## config.mk

```make
export PLATFORM = sky130hd
export DESIGN_NAME = mac_accum
export DESIGN_NICKNAME = d
export VERILOG_FILES = /design/src/rtl/mac_accum.sv
export SDC_FILE = /design/constraint.sdc
export NUM_CORES = 1
export LEC_CHECK = 0
export ABC_CLOCK_PERIOD_IN_PS = 7300
export CORE_MARGIN = 2
export CORE_UTILIZATION = 30
export DETAILED_ROUTE_END_ITERATION = 12
export PLACE_DENSITY = 0.44
export SLEW_MARGIN = 5
export SYNTH_ARGS = -nofsm -noshare
export SYNTH_HDL_FRONTEND = slang
export SYNTH_SLANG_ARGS = --single-unit
export TNS_END_PERCENT = 10
```

## constraint.sdc

```tcl
create_clock -name clock -period 7.3 [get_ports clock]
set_input_delay 1.46 -clock clock [delete_from_list [all_inputs] [get_ports clock]]
set_output_delay 1.46 -clock clock [all_outputs]
set_load 0.01 [all_outputs]
```

## src/rtl/mac_accum.sv

```systemverilog
// mac_accum: pipelined multiply-accumulate over framed term streams,
// with saturating/wrapping result and a sticky missing-first flag.
module mac_accum #(
    parameter int WIDTHA   = 8,
    parameter int WIDTHB   = 8,
    parameter int WIDTHP   = 24,
    parameter int PIPELINE = 2,
    parameter int SIGNED   = 1,
    parameter int SATURATE = 1
) (
    input  logic              clock,
    input  logic              aclr,
    input  logic              clken,
    input  logic              in_valid,
    input  logic              in_first,
    input  logic              in_last,
    input  logic [WIDTHA-1:0] dataa,
    input  logic [WIDTHB-1:0] datab,
    input  logic [WIDTHP-1:0] bias,
    output logic [WIDTHP-1:0] result,
    output logic              out_valid,
    output logic [15:0]       out_count,
    output logic              err_nofirst
);
    localparam int PW = WIDTHA + WIDTHB;
    localparam int AW = WIDTHP + 8;
    localparam logic S = (SIGNED != 0);
    localparam logic [WIDTHP-1:0] MAXS = {1'b0, {(WIDTHP-1){1'b1}}};
    localparam logic [WIDTHP-1:0] MINS = {1'b1, {(WIDTHP-1){1'b0}}};

    typedef enum logic {IDLE, ACCUM} state_t;

    logic [PW-1:0]     prod;
    logic [PW-1:0]     p_q [PIPELINE];
    logic [WIDTHP-1:0] b_q [PIPELINE];
    logic              v_q [PIPELINE];
    logic              f_q [PIPELINE];
    logic              l_q [PIPELINE];
    state_t            state_q, state_d;
    logic [AW-1:0]     acc_q, acc_d, pe, be;
    logic [15:0]       cnt_q, cnt_d, ocnt_q;
    logic              fin_q, fin_d, err_q, err_d, ov_q, ovf_s, ovf_u;
    logic [WIDTHP-1:0] res_q, res_d;

    // Operands are extended to full product width so one unsigned multiply
    // yields the correct low bits for both signed and unsigned modes.
    assign prod = {{WIDTHB{S & dataa[WIDTHA-1]}}, dataa} * {{WIDTHA{S & datab[WIDTHB-1]}}, datab};
    assign pe = {{(AW-PW){S & p_q[PIPELINE-1][PW-1]}}, p_q[PIPELINE-1]};
    assign be = {{8{S & b_q[PIPELINE-1][WIDTHP-1]}}, b_q[PIPELINE-1]};

    always_comb begin
        state_d = state_q;
        acc_d   = acc_q;
        cnt_d   = cnt_q;
        fin_d   = 1'b0;
        err_d   = err_q;
        if (v_q[PIPELINE-1]) begin
            if (f_q[PIPELINE-1] || state_q == IDLE) begin
                acc_d = (f_q[PIPELINE-1] ? be : {AW{1'b0}}) + pe;
                cnt_d = 16'd1;
                err_d = err_q | ~f_q[PIPELINE-1];
            end else begin
                acc_d = acc_q + pe;
                cnt_d = (&cnt_q) ? cnt_q : cnt_q + 16'd1;
            end
            fin_d   = l_q[PIPELINE-1];
            state_d = l_q[PIPELINE-1] ? IDLE : ACCUM;
        end
    end

    always_comb begin
        ovf_s = acc_q[AW-1:WIDTHP-1] != {(AW-WIDTHP+1){acc_q[AW-1]}};
        ovf_u = |acc_q[AW-1:WIDTHP];
        res_d = (SATURATE == 0) ? acc_q[WIDTHP-1:0] :
                S ? (ovf_s ? (acc_q[AW-1] ? MINS : MAXS) : acc_q[WIDTHP-1:0]) :
                    (ovf_u ? {WIDTHP{1'b1}} : acc_q[WIDTHP-1:0]);
    end

    always_ff @(posedge clock) begin
        if (aclr) begin
            for (int i = 0; i < PIPELINE; i++) begin
                p_q[i] <= '0;
                b_q[i] <= '0;
                v_q[i] <= 1'b0;
                f_q[i] <= 1'b0;
                l_q[i] <= 1'b0;
            end
            state_q <= IDLE;
            acc_q   <= '0;
            cnt_q   <= '0;
            fin_q   <= 1'b0;
            err_q   <= 1'b0;
            res_q   <= '0;
            ocnt_q  <= '0;
            ov_q    <= 1'b0;
        end else if (clken) begin
            p_q[0] <= prod;
            b_q[0] <= bias;
            v_q[0] <= in_valid;
            f_q[0] <= in_first;
            l_q[0] <= in_last;
            for (int i = 1; i < PIPELINE; i++) begin
                p_q[i] <= p_q[i-1];
                b_q[i] <= b_q[i-1];
                v_q[i] <= v_q[i-1];
                f_q[i] <= f_q[i-1];
                l_q[i] <= l_q[i-1];
            end
            state_q <= state_d;
            acc_q   <= acc_d;
            cnt_q   <= cnt_d;
            fin_q   <= fin_d;
            err_q   <= err_d;
            ov_q    <= fin_q;
            if (fin_q) begin
                res_q  <= res_d;
                ocnt_q <= cnt_q;
            end
        end
    end

    assign result      = res_q;
    assign out_valid   = ov_q;
    assign out_count   = ocnt_q;
    assign err_nofirst = err_q;
endmodule

```

==> flow_summary.ini <==
[clock_network]
postCtsSetupRepairBufs = 0
clock-sinks = 178
clock-root-buffer = clkbuf_16
htreeDepth = 4
cts_tree = yes
cts-buffers-inserted = 17
path_clk_slew_ns = 0.07
clk_latency_ns = 0.44
ctsHoldBuffers = 0
cts_buffer_depth = 2
post_cts_resized = 0

[sta]
whs_ns = 0.455
setup_tns_ns = 0
maxSlewHeadroom = 0.265
finalSetupViolCount = 0
fin_skew_ns = 0.0146
rsz0062_at_grt = no
tightest_slew_ns = 1.10
setup_ws_ns = 1.33
period_needed_ns = 5.97
min_period_over_period = 0.817
fmaxAchievable_mhz = 168
final_hold_viol_count = 0
drv_slew = 0

[synth]
ys_types = 65
synth_ff_type = dfxtp_1
yosys-top-cells-area = edfxtp_1, dfxtp_1, fa_1, and2_1, ha_1
yosysTopAreaCell = edfxtp_1
synth_edf_count = 86
ys_ff_latch = 178
avgSynthCellArea_sq_um = 9.33
synthAdderAreaFrac = 0.171
synth_warnings = 0
synth.top_cell.area_share = 0.234
synth_compound_area_frac = 0.145
syn-num-nets = 1347
synth.area.mux_share = 0
synthArstFlopShare = 0
yosysSeqAreaShare = 0.400
synthXorXnorAreaFrac = 0.0380
synth_cells = 1184
synth_simple_gate_area_frac = 0.194
synth_top_family_by_area = simple AND/OR/NAND/NOR gates
synth_area_sq_um = 11000

[cells_and_area]
final_common_cell = nand2_1
post-route-cell-area_sq_um = 13000
fillers = 3768
area_growth_pct = 17.5
fin_util = 0.356
antennaDiodeCount = 0
drive_gt1_frac = 0.0556
fin_nets = 1409
multi_input_area_sq_um = 6070
regArea_sq_um = 4420
final_cells = 1727
final_cell_mix = nand2_1, and2_1, inv_1

[drt]
wl_per_cell_um = 14.8
drc = 0
drt-vias-per-instance = 4.66
wl_um = 25500
ant_nets = 0
dr.pass1.iters = 4
vias = 8051
drtIter0Drc = 356

[setup_path]
worst_ep_arrival_time_ns = 6.22
worstPathCellList = clkdlybuf4s50_1 > and2_1 > fa_1 > inv_1 > fa_1 > inv_1 > fa_1 > inv_1 > fa_1 > inv_1 > ha_1 > inv_1 > o21ai_1 > a21oi_1 > o21ai_1 > a211o_1 > a2111oi_2 > o21ai_0 > o31ai_1
critPathKind = input port to flip-flop
cp-end-kind = flip-flop
required_ns = 7.56
r2r_slack_ns = 3.71
worst_path_most_repeated_cell = inv_1
slowest_stage = clkdlybuf4s50_1
critPathLaunchType = input port
crit_path_max_fanout = 8
cp_slowest_stage_delay_ns = 0.56

[placement]
gp_congestion = 0.825
port_buffers = 87
placed_cell_area_sq_um = 12400
dp.cells = 1695
post-place-ws_ns = 0.857
dp_hpwl_um = 18900

[global_route]
antenna_found_initial = 0
grt-ovfl-total = 0
grt_pass1_wl_um = 42800
track_usage = 0.139
grt_max_degree = 77
grt_pass1_vias = 8130

[pwr]
total_power_mw = 3.01
p_per_area_nw_per_um2 = 232
p_leak_nw = 5.15
vdd_drop_max_mv = 0.120

[floorplanning]
die_w_um = 196
pin_count = 88
start_util = 0.303
rows = 70
die-height_um = 196
core_sq_um = 36400
fp.dieArea_sq_um = 38400

[job]
maxCapViolCount = 0

[min_path]
hold_path_class = flip-flop to flip-flop

[status]
outcome = complete, no violations
## layout make-up
cell class	count	share of cell area
tap	468	0.0451
clock inverter	15	0.0140
inverter	95	0.0275
sequential	178	0.341
clock buffer	17	0.0328
multi-input combinational	857	0.468
timing repair buffer	97	0.0725
## flip-flops by register name (all words and copies together) (netlist names)
| name | count |
|---|---|
| f_q | 2 |
| fin_q | 1 |
| b_q | 48 |
| out_count | 16 |
| v_q | 2 |
| result | 24 |
| p_q | 32 |
| out_valid | 1 |
| cnt_q | 16 |
| state_q | 1 |
| err_nofirst | 1 |
| acc_q | 32 |
| l_q | 2 |
## cell families (layout without fill, tap and decap cells)
| logic type | Yosys count | in the layout |
|---|---|---|
| adder cells (fa/ha/maj) | 117 | 117 |
| AO/OA/AOI/OAI | 255 | 255 |
| buffers and inverters | 149 | 224 |
| AND/OR/NAND/NOR | 437 | 437 |
| flip-flops | 178 | 178 |
| XOR/XNOR | 48 | 48 |
## layer usage
layer / wire length (um) / GRT usage / up-vias
li1: - / - / 4148
met1: 13000 / 0.195 / 3786
met2: 11600 / 0.227 / 99
met3: 665 / 0.0196 / 18
met4: 233 / 0.0325 / 0
met5: 0 / 0 / -
## worst paths after layout
| check | from | endpoint | cells past startpoint |
|---|---|---|---|
| setup / recovery | datab[4] | p_q[0][15] | 19 |
| hold / removal | out_count[5] | out_count[5] | 2 |
| setup reg to reg | f_q[0][1] | acc_q[30] | 13 |
| hold reg to reg | out_count[5] | out_count[5] | 2 |
## critical path: cells and delay by family
kind	cells	cell delay, ns
adders and majority gates	5	2.34
AOI/OAI and AO/OA	7	1.32
buffers and inverters	6	0.84
and+or+nand+nor	1	0.26
## report_power, final
| group | total [mW] | switching (mW) | internal (mW) |
|---|---|---|---|
| logic | 0.898 | 0.512 | 0.386 |
| registers | 1.16 | 0.0343 | 1.13 |
| clock network | 0.945 | 0.451 | 0.494 |
## cells in the mapped netlist, types with 5 or more instances
cell type / n
a211oi_1: 6
a21o_1: 19
a21oi_1: 86
a311oi_1: 22
a31oi_1: 6
and2_1: 125
and3_1: 7
clkbuf_1: 47
dfxtp_1: 92
edfxtp_1: 86
fa_1: 56
ha_1: 61
inv_1: 94
nand2_1: 168
nand2b_1: 5
nand3_1: 16
nand4_1: 10
nor2_1: 71
nor2b_1: 5
nor3_1: 14
o21a_1: 6
o21ai_0: 69
o21ai_1: 6
o21bai_1: 5
xnor2_1: 28
xor2_1: 20
Note: power is estimated with default switching activity, not from simulation.
